===== src/rtl/axis_uart_fifo_core.sv =====
// Full-duplex UART with AXI-Stream TX/RX FIFOs, runtime divider/parity/stop config,
// internal loopback and per-word error tags. FSMs: IDLE|START|DATA|PARITY|STOP (+RX WAIT_HIGH after a framing error).

module axis_uart_fifo_sync #(
   parameter int W     = 8,
   parameter int DEPTH = 16
) (
   input  logic         clk,
   input  logic         rst,
   input  logic         wr,
   input  logic [W-1:0] wdata,
   input  logic         rd,
   output logic [W-1:0] rdata,
   output logic         full,
   output logic         empty
);
   localparam int AW = $clog2(DEPTH);

   logic [W-1:0] mem [DEPTH];
   logic [AW:0]  wp, rp;
   logic         rd_ok, wr_ok;

   assign empty = (wp == rp);
   assign full  = (wp[AW] != rp[AW]) && (wp[AW-1:0] == rp[AW-1:0]);
   assign rd_ok = rd && !empty;
   // a write into a full FIFO is fine when the head leaves in the same cycle
   assign wr_ok = wr && (!full || rd_ok);
   assign rdata = mem[rp[AW-1:0]];

   always_ff @(posedge clk or posedge rst) begin
      if (rst) begin
         wp <= '0;
         rp <= '0;
      end else begin
         if (wr_ok) wp <= wp + 1'b1;
         if (rd_ok) rp <= rp + 1'b1;
      end
   end

   always_ff @(posedge clk) begin
      if (wr_ok) mem[wp[AW-1:0]] <= wdata;
   end
endmodule

module axis_uart_fifo_core #(
   parameter int DATA_BITS  = 8,
   parameter int FIFO_DEPTH = 16,
   parameter int DIV_WIDTH  = 16
) (
   input  logic                 clk_i,
   input  logic                 rst_i,
   input  logic [DIV_WIDTH-1:0] clk_divider_i,
   input  logic                 parity_en_i,
   input  logic                 parity_odd_i,
   input  logic                 two_stop_i,
   input  logic                 loopback_i,
   input  logic [DATA_BITS-1:0] s_axis_tdata,
   input  logic                 s_axis_tvalid,
   output logic                 s_axis_tready,
   output logic [DATA_BITS-1:0] m_axis_tdata,
   output logic [1:0]           m_axis_tuser,
   output logic                 m_axis_tvalid,
   input  logic                 m_axis_tready,
   input  logic                 uart_rx_i,
   output logic                 uart_tx_o,
   output logic                 tx_busy_o,
   output logic                 rx_overrun_o,
   input  logic                 rx_overrun_clr_i
);
   typedef enum logic [2:0] {TX_IDLE, TX_START, TX_DATA, TX_PARITY, TX_STOP} tx_state_t;
   typedef enum logic [2:0] {RX_IDLE, RX_START, RX_DATA, RX_PARITY, RX_STOP, RX_WAIT_HIGH} rx_state_t;

   localparam logic [DIV_WIDTH-1:0] DIV_MIN = DIV_WIDTH'(4);
   localparam logic [3:0]           LAST_BIT = 4'(DATA_BITS - 1);

   logic [DIV_WIDTH-1:0] div_eff;
   logic                 run;
   assign div_eff = (clk_divider_i < DIV_MIN) ? DIV_MIN : clk_divider_i;

   always_ff @(posedge clk_i or posedge rst_i) begin
      if (rst_i) run <= 1'b0;
      else       run <= 1'b1;
   end

   logic                 tx_full, tx_empty, tx_pop, tx_wr;
   logic [DATA_BITS-1:0] tx_rdata;
   tx_state_t            tx_state, tx_nx;
   logic [DIV_WIDTH-1:0] tx_cnt, tx_div;
   logic [3:0]           tx_bitn;
   logic [DATA_BITS-1:0] tx_sh;
   logic                 tx_par, tx_par_en, tx_two, tx_tick, tx_last, tx_ser;

   assign tx_pop        = (tx_state == TX_IDLE) && !tx_empty;
   assign s_axis_tready = run && (!tx_full || tx_pop);
   assign tx_wr         = s_axis_tvalid && s_axis_tready;
   assign tx_tick       = (tx_cnt == '0);
   assign tx_last       = (tx_bitn == LAST_BIT);
   assign tx_busy_o     = !tx_empty || (tx_state != TX_IDLE);
   assign uart_tx_o     = loopback_i ? 1'b1 : tx_ser;

   axis_uart_fifo_sync #(.W(DATA_BITS), .DEPTH(FIFO_DEPTH)) u_tx_fifo (
      .clk(clk_i), .rst(rst_i), .wr(tx_wr), .wdata(s_axis_tdata), .rd(tx_pop),
      .rdata(tx_rdata), .full(tx_full), .empty(tx_empty)
   );

   always_comb begin
      tx_nx  = tx_state;
      tx_ser = 1'b1;
      case (tx_state)
         TX_IDLE:   if (!tx_empty) tx_nx = TX_START;
         TX_START: begin
            tx_ser = 1'b0;
            if (tx_tick) tx_nx = TX_DATA;
         end
         TX_DATA: begin
            tx_ser = tx_sh[0];
            if (tx_tick && tx_last) tx_nx = tx_par_en ? TX_PARITY : TX_STOP;
         end
         TX_PARITY: begin
            tx_ser = tx_par;
            if (tx_tick) tx_nx = TX_STOP;
         end
         TX_STOP:   if (tx_tick && (!tx_two || tx_bitn != '0)) tx_nx = TX_IDLE;
         default:   tx_nx = TX_IDLE;
      endcase
   end

   always_ff @(posedge clk_i or posedge rst_i) begin
      if (rst_i) begin
         tx_state  <= TX_IDLE;
         tx_cnt    <= '0;
         tx_div    <= DIV_MIN;
         tx_bitn   <= '0;
         tx_sh     <= '0;
         tx_par    <= 1'b0;
         tx_par_en <= 1'b0;
         tx_two    <= 1'b0;
      end else begin
         tx_state <= tx_nx;
         if (tx_pop) begin
            tx_sh     <= tx_rdata;
            tx_par    <= (^tx_rdata) ^ parity_odd_i;
            tx_par_en <= parity_en_i;
            tx_two    <= two_stop_i;
            tx_div    <= div_eff;
            tx_cnt    <= div_eff - DIV_WIDTH'(1);
            tx_bitn   <= '0;
         end else if (tx_state != TX_IDLE) begin
            if (tx_tick) begin
               tx_cnt <= tx_div - DIV_WIDTH'(1);
               if (tx_state == TX_DATA) begin
                  tx_sh   <= tx_sh >> 1;
                  tx_bitn <= tx_last ? 4'd0 : tx_bitn + 4'd1;
               end else if (tx_state == TX_STOP) begin
                  tx_bitn <= tx_bitn + 4'd1;
               end
            end else begin
               tx_cnt <= tx_cnt - DIV_WIDTH'(1);
            end
         end
      end
   end

   logic                 rx_sync1, rx_sync2, line;
   rx_state_t            rx_state, rx_nx;
   logic [DIV_WIDTH-1:0] rx_cnt, rx_div;
   logic [3:0]           rx_bitn;
   logic [DATA_BITS-1:0] rx_sh;
   logic                 rx_par_en, rx_odd, rx_perr, rx_tick, rx_last;
   logic                 rx_push, rx_pop, rx_full, rx_empty;
   logic [DATA_BITS+1:0] rx_rdata;

   assign line    = loopback_i ? tx_ser : rx_sync2;
   assign rx_tick = (rx_cnt == '0);
   assign rx_last = (rx_bitn == LAST_BIT);
   assign rx_push = (rx_state == RX_STOP) && rx_tick;
   assign rx_pop  = m_axis_tvalid && m_axis_tready;

   axis_uart_fifo_sync #(.W(DATA_BITS + 2), .DEPTH(FIFO_DEPTH)) u_rx_fifo (
      .clk(clk_i), .rst(rst_i), .wr(rx_push), .wdata({!line, rx_perr, rx_sh}), .rd(rx_pop),
      .rdata(rx_rdata), .full(rx_full), .empty(rx_empty)
   );

   assign m_axis_tvalid = !rx_empty;
   assign m_axis_tdata  = rx_empty ? '0 : rx_rdata[DATA_BITS-1:0];
   assign m_axis_tuser  = rx_empty ? '0 : rx_rdata[DATA_BITS+1:DATA_BITS];

   always_comb begin
      rx_nx = rx_state;
      case (rx_state)
         RX_IDLE:      if (!line) rx_nx = RX_START;
         RX_START:     if (rx_tick) rx_nx = line ? RX_IDLE : RX_DATA;
         RX_DATA:      if (rx_tick && rx_last) rx_nx = rx_par_en ? RX_PARITY : RX_STOP;
         RX_PARITY:    if (rx_tick) rx_nx = RX_STOP;
         RX_STOP:      if (rx_tick) rx_nx = line ? RX_IDLE : RX_WAIT_HIGH;
         RX_WAIT_HIGH: if (line) rx_nx = RX_IDLE;
         default:      rx_nx = RX_IDLE;
      endcase
   end

   always_ff @(posedge clk_i or posedge rst_i) begin
      if (rst_i) begin
         rx_sync1  <= 1'b1;
         rx_sync2  <= 1'b1;
         rx_state  <= RX_IDLE;
         rx_cnt    <= '0;
         rx_div    <= DIV_MIN;
         rx_bitn   <= '0;
         rx_sh     <= '0;
         rx_par_en <= 1'b0;
         rx_odd    <= 1'b0;
         rx_perr   <= 1'b0;
      end else begin
         rx_sync1 <= uart_rx_i;
         rx_sync2 <= rx_sync1;
         rx_state <= rx_nx;
         if (rx_state == RX_IDLE) begin
            if (!line) begin
               rx_div    <= div_eff;
               rx_cnt    <= (div_eff >> 1) - DIV_WIDTH'(1);
               rx_par_en <= parity_en_i;
               rx_odd    <= parity_odd_i;
               rx_bitn   <= '0;
               rx_perr   <= 1'b0;
            end
         end else if (rx_state != RX_WAIT_HIGH) begin
            if (rx_tick) begin
               rx_cnt <= rx_div - DIV_WIDTH'(1);
               if (rx_state == RX_DATA) begin
                  rx_sh   <= {line, rx_sh[DATA_BITS-1:1]};
                  rx_bitn <= rx_bitn + 4'd1;
               end else if (rx_state == RX_PARITY) begin
                  rx_perr <= (line != ((^rx_sh) ^ rx_odd));
               end
            end else begin
               rx_cnt <= rx_cnt - DIV_WIDTH'(1);
            end
         end
      end
   end

   // set has priority over clear
   always_ff @(posedge clk_i or posedge rst_i) begin
      if (rst_i)                                  rx_overrun_o <= 1'b0;
      else if (rx_push && rx_full && !rx_pop)     rx_overrun_o <= 1'b1;
      else if (rx_overrun_clr_i)                  rx_overrun_o <= 1'b0;
   end
endmodule


===== config.mk =====
export PLATFORM = sky130hd
export DESIGN_NAME = axis_uart_fifo_core
export DESIGN_NICKNAME = d
export VERILOG_FILES = /design/src/rtl/axis_uart_fifo_core.sv
export SDC_FILE = /design/constraint.sdc
export NUM_CORES = 1
export LEC_CHECK = 0
export BUFFER_PORTS_ARGS = -buffer_cell sky130_fd_sc_hd__buf_2
export CORE_AREA = 4 4 207 209
export DETAILED_ROUTE_END_ITERATION = 6
export DIE_AREA = 0 0 211 213
export GPL_TIMING_DRIVEN = 1
export PLACE_DENSITY = 0.68
export SYNTH_ARGS = -nofsm -noshare
export SYNTH_HDL_FRONTEND = slang
export SYNTH_HIERARCHICAL = 1
export SYNTH_SLANG_ARGS = --single-unit

===== constraint.sdc =====
create_clock -name clk_i -period 7.95 [get_ports clk_i]
set_clock_uncertainty 0.15 [all_clocks]
set_input_delay 1.59 -clock clk_i [delete_from_list [all_inputs] [get_ports clk_i]]
set_output_delay 1.59 -clock clk_i [all_outputs]
set_load 0.005 [all_outputs]

==> results of run 1 <==
registers in the layout, summed over array words and instances, names as in the netlist, 8 cells and up:
name and count:
rx_sh 8, rx_cnt 16, tx_sh 8, tx_cnt 16
tx_div 16, u_tx_fifo/mem 128, u_rx_fifo/mem 160, rx_div 16
area by class of cell:
| cell class | instances | area [um^2] |
|---|---|---|
| fill | 3359 | 20400 |
| clock inverter | 17 | 189 |
| tap | 532 | 666 |
| inverter | 25 | 96.3 |
| timing repair buffer | 59 | 323 |
| clock buffer | 62 | 1240 |
| sequential | 412 | 11800 |
| multi-input combinational | 784 | 6130 |
how the worst max path moves through the flow:
stage / start / to / slack (ns) / cells past startpoint
3_3_place_gp: clk_divider_i[3] / tx_cnt[14]$_DFFE_PP0P_ / 3.26 / 11
3_5_place_dp: clk_divider_i[3] / tx_cnt[14]$_DFFE_PP0P_ / 3.21 / 11
5_1_grt: u_tx_fifo/rp[0]$_DFFE_PP0P_ / tx_busy_o / 2.44 / 8
2_1_floorplan: rst_i / run$_DFF_PP0_ / 3.48 / 1
6_report: u_tx_fifo/rp[0]$_DFFE_PP0P_ / tx_busy_o / 2.80 / 8
4_1_cts: u_tx_fifo/rp[0]$_DFFE_PP0P_ / tx_busy_o / 2.72 / 8
through the flow:
| stage | hold slack (ns) | cell area, um^2 | power (mW) | util, % |
|---|---|---|---|---|
| after floorplan | 0.195 | 18300 | 4.97 | - |
| after global placement | 0.195 | 19000 | 5.51 | 46.5 |
| after detailed placement | 0.198 | 19000 | 5.56 | 46.5 |
| after CTS | 0.209 | 20400 | 7.56 | 50.0 |
| after global routing | 0.218 | 20400 | 7.97 | 50.0 |
| final | 0.217 | 20400 | 7.51 | 50.0 |
power groups by stage:
stage / Combinational (mW) / Clock, mW / Sequential (mW)
2_1_floorplan: 2.17 / 0 / 2.79
3_3_place_gp: 2.57 / 0 / 2.94
3_5_place_dp: 2.62 / 0 / 2.94
4_1_cts: 2.62 / 2.04 / 2.90
5_1_grt: 2.88 / 2.14 / 2.95
6_report: 2.61 / 1.99 / 2.91
Yosys cell counts, drive strengths merged, types with 17 or more instances:
library cell	n	share of area (%)
a21oi	43	1.2
a22oi	37	1.5
a31oi	17	0.58
and3	29	0.99
buf	30	1.2
clkbuf	40	0.82
dfrtp	120	16
edfxtp	288	47
inv	25	0.51
mux4	72	8.8
nand2	168	3.5
nor2	80	1.6
nor2b	26	0.90
nor3	18	0.49
nor4	17	0.58
o21ai	56	1.5
xnor2	53	3.4
metal layers:
metal	wire length, um	vias up
li1	-	4932
met1	17000	5417
met2	18200	278
met3	1840	58
met4	858	0
met5	0	-
critical path: stages (launching register included):
cell,delay (ns)
dfrtp_2,0.33
buf_4,0.56
xnor2_4,0.19
nand4_4,0.14
or2b_4,0.30
inv_1,0.07
and2_1,0.56
inv_1,0.43
buf_2,0.24
kinds of logic (layout without fill, tap and decap cells):
kind of cell    after synthesis  in the layout
xor+xnor                     67             67
buf+inv                      95            163
mux                          99             99
simple gates                392            392
other cells                   1              1
fa+ha+maj                    15             15
compound gates              210            210
flops                       412            412
==> impl_metrics.py, run 1 <==
metrics = {
    "yosys": {
        "ys_warn_count": 6,
        "synth-seq-area-share_pct": 64.1,
        "synthFlopType": "edfxtp_1",
        "synth_xor_area_share_pct": 4.04,
        "synth_top_family_by_area": "multiplexers",
        "synthMuxAreaShare_pct": 10.4,
        "synth-compound-area-share_pct": 7.63,
        "syn_inst": 1291,
        "synth_fa_ha_area_share_pct": 1.02,
        "syn_area_um2": 18300,
        "synthArstFlopShare_pct": 30.1,
        "synth_area_per_cell_um2": 14.2,
        "synth_fp_nets": 1340,
        "synth_edf_count": 288,
        "synth_simple_gate_area_share_pct": 10.2,
        "synthDistinctLibCells": 78,
        "synth-seq-cells": 412,
    },
    "global_route": {
        "grt_pass1_wl_mm": 60.5,
        "grt_busiest_layer": "met2",
        "gr-usage-met2_pct": 26.9,
        "antenna_found_initial": 0,
        "grt.total_usage_pct": 16.9,
        "use_met1_pct": 24.3,
        "grt_max_degree": 73,
        "overflow": 0,
        "grtUsageMet3_pct": 2.85,
        "grt_pass1_vias": 10600,
    },
    "power": {
        "combPwrFrac_pct": 34.7,
        "sw_frac_of_total_pct": 34.7,
        "p_seq_share_pct": 38.8,
        "leakage_nw": 7.30,
        "peakVddDrop_uv": 208,
        "p_int_mw": 4.90,
        "power.density_nw_per_um2": 368,
        "power.share.clock_pct": 26.5,
        "switchingPower_mw": 2.61,
    },
    "clocking": {
        "postCtsHoldBufs": 0,
        "cts.sinks": 412,
        "cts_buffer_depth": 3,
        "cts_resized": 0,
        "cts.clk_slew.worst_paths_ns": 0.06,
        "cts_tree": "yes",
        "post_cts_buffers": 0,
        "clock_latency_ns": 0.55,
        "cts_root_buffer": "clkbuf_16",
        "cts_made_buffers": 44,
        "cts-htree-levels": 2,
    },
    "status": {
        "outcome": "finished, final reports clean",
    },
    "floorplanning": {
        "initial_core_util_pct": 44.9,
        "die_w_um": 211,
        "rows": 74,
        "io_pins": 49,
        "core_area_um2": 40800,
        "die_h_um": 213,
        "die_area_um2": 44900,
    },
    "sta": {
        "rsz0062_at_grt": "no",
        "clock.fmax_ghz": 0.194,
        "fin_tns_setup_ns": 0,
        "setup_ws_ns": 2.80,
        "drv_slew": 0,
        "slew_headroom_pct": 28.3,
        "worst_slew_pin_slew_ns": 1.07,
        "period_share_pct": 64.7,
        "setup_viol": 0,
        "hold_viol": 0,
        "layout_min_cycle_time_ns": 5.15,
    },
    "placed_design": {
        "dp.cells": 1812,
        "portBuffers": 48,
        "dp_slack_ns": 3.21,
        "dpl.hpwl_mm": 24.5,
        "globalplace.congestion": 0.843,
    },
    "setup_path": {
        "worst_r2r_path_depth": 12,
        "worstReg2RegEnd": "tx_cnt[15]$_DFFE_PP0P_",
        "end_kind": "output port",
        "cp_max_fo": 36,
        "rrSetupSlack_ns": 3.26,
        "crit_required_ns": 6.21,
        "r2r_start": "u_tx_fifo/rp[0]$_DFFE_PP0P_",
        "path_class": "register to output port",
        "startpoint_type": "register",
        "critical_path_arrival_ns": 3.41,
    },
    "hold_path": {
        "hold-path-cell-count": 0,
        "hold_class": "register to register",
        "min_to": "rx_sync2$_DFF_PP1_",
        "min_from": "rx_sync1$_DFF_PP1_",
    },
    "route": {
        "via_per_inst": 5.65,
        "drtIter0Drc": 734,
        "drt_wl_total_mm": 37.9,
        "dr_total_vias": 10700,
        "ant_nets": 0,
        "drtPass1Iterations": 5,
        "wl_per_cell_um": 20.0,
        "drc": 0,
    },
    "run": {
        "maxCapViolations": 0,
    },
    "layout": {
        "fin_nets": 1375,
        "final_common_cell": "edfxtp_1",
        "drive_gt1_share_pct": 18.0,
        "area_growth_pct": 11.2,
        "final_cell_mix": "edfxtp_1 (288), nand2_1 (167), dfrtp_1 (117)",
        "antenna_cells": 0,
        "instances_no_fill": 1891,
    },
}
Power figures use the tool's default switching activity.
==> run 2: changes to the inputs <==
==> constraint.sdc (replaced) <==
create_clock -name clk_i -period 4.8 [get_ports clk_i]
set_clock_uncertainty 0.15 [all_clocks]
set_input_delay 0.96 -clock clk_i [delete_from_list [all_inputs] [get_ports clk_i]]
set_output_delay 0.96 -clock clk_i [all_outputs]
set_load 0.005 [all_outputs]
==> run 2 against run 1 <==
  * Core utilization is 0.34 points higher
  * Die area stayed put
  * Sequential share of layout area is 0.39 points lower
  * Sequential power up 67%
  * Power up 68%
  * Register-to-register slack worse by 2.7 ns
  * Highest routed layer unchanged
  * Non-clock buffer count increased by 13
  * Via count rose by 1.7%
  * Critical path depth grew 3
  * Worst setup slack got worse by 2.2 ns
  * Hold slack got worse by 0.0063 ns
==> impl_metrics.py, run 2 (synthesized netlist as in run 1, its figures left out) <==
metrics = {
    "global_route": {
        "grt_max_degree": 46,
        "grt.total_usage_pct": 17.1,
        "grt_pass1_wl_mm": 61.2,
        "antenna_found_initial": 1,
        "overflow": 0,
        "grt_pass1_vias": 10900,
    },
    "clocking": {
        "cts.clk_slew.worst_paths_ns": 0.06,
        "cts_made_buffers": 43,
        "post_cts_buffers": 0,
        "cts_buffer_depth": 3,
        "cts_tree": "yes",
        "postCtsHoldBufs": 0,
        "cts_resized": 0,
        "cts_root_buffer": "clkbuf_16",
        "clock_latency_ns": 0.55,
        "cts-htree-levels": 2,
        "cts.sinks": 412,
    },
    "run": {
        "maxCapViolations": 0,
    },
    "floorplanning": {
        "die_area_um2": 44900,
        "die_h_um": 213,
        "core_area_um2": 40800,
        "io_pins": 49,
        "die_w_um": 211,
        "initial_core_util_pct": 44.9,
        "rows": 74,
    },
    "hold_path": {
        "hold_class": "register to register",
    },
    "sta": {
        "hold_viol": 0,
        "setup_viol": 0,
        "worst_slew_pin_slew_ns": 0.903,
        "slew_headroom_pct": 39.4,
        "period_share_pct": 87.8,
        "drv_slew": 0,
        "fin_tns_setup_ns": 0,
        "layout_min_cycle_time_ns": 4.22,
        "rsz0062_at_grt": "no",
        "clock.fmax_ghz": 0.237,
    },
    "setup_path": {
        "path_class": "register to register",
        "path_cells": "xnor2_4 -> nand4_4 -> or2b_4 -> inv_1 -> or4_4 -> inv_2 -> a311o_1 -> a222oi_1 -> nand4_2 -> o41ai_1 -> nand3_1",
        "cpMaxStageDelayCell": "a222oi_1",
        "crit_required_ns": 5.05,
        "critical_path_arrival_ns": 4.47,
        "worst-path-buf-inv": 2,
        "critPathMaxStageDelay_ns": 0.78,
        "end_kind": "register",
        "critPathTopFamily": "compound AO/OA/AOI/OAI gates",
        "startpoint_type": "register",
        "cp_max_fo": 32,
    },
    "layout": {
        "fin_nets": 1387,
        "final_cell_mix": "edfxtp_1 (288), nand2_1 (167), dfrtp_1 (117)",
        "largest_register_ffs": 160,
        "multi_input_area_um2": 6130,
        "drive_gt1_share_pct": 19.0,
        "antenna_cells": 0,
        "area_growth_pct": 12.0,
        "regArea_um2": 11800,
        "final_common_cell": "edfxtp_1",
        "fillCellCount": 3401,
    },
    "power": {
        "finalPower_mw": 12.6,
        "peakVddDrop_uv": 449,
        "leakage_nw": 7.39,
        "power.density_nw_per_um2": 613,
    },
    "placed_design": {
        "portBuffers": 48,
        "dpl.hpwl_mm": 25.0,
        "globalplace.congestion": 0.868,
    },
    "route": {
        "dr_total_vias": 10900,
        "ant_nets": 0,
        "drtPass1Iterations": 5,
        "drc": 0,
        "drtIter0Drc": 863,
        "via_per_inst": 5.70,
        "drt_wl_total_mm": 38.0,
        "wl_per_cell_um": 19.9,
    },
    "status": {
        "outcome": "finished, final reports clean",
    },
}
-- run 2: routing by layer --
metal	global-route usage, %	vias to the layer above	part of all wire (%)	routed length, um
met5	0	-	0	0
met4	5.43	0	2.5	968
met3	2.41	64	4.8	1810
met2	27.4	300	48	18200
met1	24.6	5532	45	17000
li1	-	4968	-	-
-- run 2: worst paths after layout --
path | slack [ns] | startpoint | cells past startpoint | endpoint
max in group asynchronous | 3.27 | rst_i | 3 | rx_div[2]$_DFFE_PP1P_
worst max register to register | 0.58 | u_tx_fifo/wp[2]$_DFFE_PP0P_ | 11 | tx_cnt[15]$_DFFE_PP0P_
min in group asynchronous | 0.30 | rst_i | 2 | u_tx_fifo/rp[3]$_DFFE_PP0P_
worst min-delay path | 0.21 | rx_sync1$_DFF_PP1_ | 0 | rx_sync2$_DFF_PP1_
worst max-delay path | 0.58 | u_tx_fifo/wp[2]$_DFFE_PP0P_ | 11 | tx_cnt[15]$_DFFE_PP0P_
worst min register to register | 0.21 | rx_sync1$_DFF_PP1_ | 0 | rx_sync2$_DFF_PP1_
-- run 2: cell type report --
cell class	count	area share, %
flip-flops and latches	412	57.3
clock inverters	29	1.61
multi-input cells	784	29.8
repair buffers	72	2.11
inverters	25	0.469
well taps	532	3.24
clock buffers	51	5.49
-- run 2: where the power goes --
group	switching (mW)	leakage (nW)	total [mW]	internal, mW
combinational	2.41	2.67	4.31	1.90
sequential	0.570	4.00	4.87	4.30
clock	1.38	0.719	3.40	2.02
total	4.36	7.39	12.6	8.23
-- run 2: through the flow --
stage          utilization (%)  std cells  hold WS, ns  setup WS [ns]  cell area (um^2)
2_1_floorplan                -       1291        0.195          0.564             18300
3_3_place_gp              46.7       1825        0.196          0.714             19100
3_5_place_dp              46.7       1825        0.202          0.622             19100
4_1_cts                   50.3       1905        0.213          0.588             20500
5_1_grt                   50.3       1905        0.213          0.186             20500
6_report                  50.3       1905        0.211          0.583             20500
==> run 3: changes to the inputs <==
--- a/config.mk
+++ b/config.mk
@@ -5,8 +5,9 @@
 export SDC_FILE = /design/constraint.sdc
 export NUM_CORES = 1
 export LEC_CHECK = 0
-export BUFFER_PORTS_ARGS = -buffer_cell sky130_fd_sc_hd__buf_2
+export BUFFER_PORTS_ARGS = -buffer_cell sky130_fd_sc_hd__buf_4
 export CORE_AREA = 4 4 207 209
+export CTS_BUF_LIST = sky130_fd_sc_hd__clkbuf_16
 export DETAILED_ROUTE_END_ITERATION = 6
 export DIE_AREA = 0 0 211 213
 export GPL_TIMING_DRIVEN = 1
==> run 3 against run 2 <==
  * Clock-buffer cell count down 7
  * Via count down 1.6%
  * Register-to-register slack better by 0.22 ns
  * Sequential power about the same
  * Sequential cell count unchanged
  * Fmax up 5.4%
  * Critical path type unchanged
  * Largest power group unchanged
==> impl_metrics.py, run 3 (synthesized netlist as in run 1, its figures left out) <==
metrics = {
    "layout": {
        "fin_nets": 1386,
        "final_common_cell": "edfxtp_1",
        "antenna_cells": 0,
        "largest_register_ffs": 160,
        "utilization_pct": 50.2,
        "drive_gt1_share_pct": 18.3,
        "design_area_um2": 20500,
        "area_growth_pct": 11.8,
        "final_cell_mix": "edfxtp_1 (288), nand2_1 (167), dfrtp_1 (117)",
    },
    "route": {
        "dr_total_vias": 10700,
        "drc": 0,
        "drtIter0Drc": 866,
        "top_layer_used": "met4",
        "dr_wl_met2_mm": 18.3,
        "ant_nets": 0,
        "drtPass1Iterations": 6,
        "via_per_inst": 5.62,
        "route.met3.wl_mm": 2.11,
        "wl_per_cell_um": 19.9,
        "drt_wl_total_mm": 37.9,
        "wl_met1_mm": 16.8,
    },
    "floorplanning": {
        "die_area_um2": 44900,
        "io_pins": 49,
        "rows": 74,
        "die_w_um": 211,
        "die_h_um": 213,
        "core_area_um2": 40800,
        "initial_core_util_pct": 44.9,
    },
    "clocking": {
        "cts_made_buffers": 43,
        "cts_tree": "yes",
        "cts_buffer_depth": 3,
        "cts_resized": 0,
        "cts.clk_slew.worst_paths_ns": 0.06,
        "postCtsHoldBufs": 0,
        "cts_root_buffer": "clkbuf_16",
        "post_cts_buffers": 0,
        "clock_latency_ns": 0.55,
        "cts-htree-levels": 2,
        "cts.sinks": 412,
    },
    "setup_path": {
        "path_cells": "xnor2_1 -> or2b_4 -> inv_1 -> or4_4 -> inv_2 -> a311o_1 -> o21ai_0 -> ha_1 -> a21boi_1 -> buf_4 -> nand4_1 -> nor4_1 -> xnor2_1 -> o21ai_1",
        "worst-path-buf-inv": 3,
        "cpMostUsedCell": "xnor2_1",
        "crit_required_ns": 5.07,
        "critPathTopFamily": "simple AND/OR/NAND/NOR gates",
        "worst_r2r_path_depth": 14,
        "cpMaxStageDelayCell": "xnor2_1",
        "crit_start": "u_tx_fifo/wp[4]$_DFFE_PP0P_",
        "critical_path_arrival_ns": 4.27,
        "cp_max_fo": 29,
        "end_kind": "register",
        "r2r_start": "u_tx_fifo/wp[4]$_DFFE_PP0P_",
        "path_class": "register to register",
        "critPathMaxStageDelay_ns": 0.45,
        "startpoint_type": "register",
        "crit_cells": 14,
    },
    "sta": {
        "hold_viol": 0,
        "worst_slew_pin_slew_ns": 1.21,
        "period_share_pct": 83.3,
        "holdWs_ns": 0.212,
        "layout_min_cycle_time_ns": 4.00,
        "slew_headroom_pct": 19.5,
        "setup_viol": 0,
        "rsz0062_at_grt": "no",
        "clock.fmax_ghz": 0.250,
        "drv_slew": 0,
        "fin_tns_setup_ns": 0,
    },
    "global_route": {
        "overflow": 0,
        "antenna_found_initial": 0,
        "grt_pass1_vias": 10600,
        "grt.total_usage_pct": 17.0,
        "grt_pass1_wl_mm": 60.6,
        "grt_max_degree": 61,
    },
    "power": {
        "peakVddDrop_uv": 377,
        "leakage_nw": 7.38,
        "power.density_nw_per_um2": 603,
    },
    "placed_design": {
        "portBuffers": 48,
        "globalplace.congestion": 0.861,
        "placed_area_um2": 19200,
        "dpl.hpwl_mm": 25.0,
    },
    "hold_path": {
        "hold-path-cell-count": 0,
        "min_from": "rx_sync1$_DFF_PP1_",
        "hold_class": "register to register",
    },
    "run": {
        "maxCapViolations": 0,
    },
    "status": {
        "outcome": "finished, final reports clean",
    },
}
==> run 3: changes by cell type in the layout (fill, tap and decap cells not counted) <==
cell / before / now
buf_12: 1 / 0
buf_2: 48 / 0
inv_8: 2 / 0
clkinv_1: 5 / 11
clkinvlp_4: 1 / 3
inv_6: 4 / 1
clkinv_2: 10 / 8
buf_4: 23 / 71
clkbuf_1: 7 / 0
inv_1: 23 / 31
bufinv_16: 6 / 2
==> run 3: metal layers <==
metal	vias to the layer above	global-route usage, %
met5	-	0
met4	0	3.96
met3	52	2.56
met2	298	27.6
met1	5393	24.6
li1	4947	-
==> run 3: cell type report <==
class / instances / area [um^2]
Fill cell: 3395 / 20300
Sequential cell: 412 / 11800
Multi-Input combinational cell: 784 / 6130
Clock buffer: 44 / 1100
Tap cell: 532 / 666
Timing Repair Buffer: 71 / 533
Clock inverter: 34 / 219
Inverter: 25 / 96.3
==> run 3: through the flow <==
stage | cells | total power, mW | worst slack (ns)
finish | 1902 | 12.4 | 0.800
global route | 1902 | 13.1 | 0.566
CTS | 1902 | 12.5 | 0.722
detailed placement | 1824 | 9.32 | 0.822
global placement | 1824 | 9.23 | 0.900
floorplan | 1291 | 8.22 | 0.564
==> run 3: final timing paths <==
check	slack [ns]	to
max	0.80	tx_cnt[14]$_DFFE_PP0P_
min	0.21	rx_sync2$_DFF_PP1_
max reg2reg	0.80	tx_cnt[14]$_DFFE_PP0P_
min reg2reg	0.21	rx_sync2$_DFF_PP1_
max in group asynchronous	3.21	rx_sync2$_DFF_PP1_
min in group asynchronous	0.29	u_tx_fifo/wp[2]$_DFFE_PP0P_
==> run 3: power breakdown <==
| part | internal [mW] | leakage, nW | total, mW | switching, mW |
|---|---|---|---|---|
| clock | 1.77 | 0.673 | 3.10 | 1.33 |
| sequential | 4.30 | 4.00 | 4.87 | 0.561 |
| combinational | 1.94 | 2.70 | 4.39 | 2.45 |
| total | 8.01 | 7.38 | 12.4 | 4.34 |
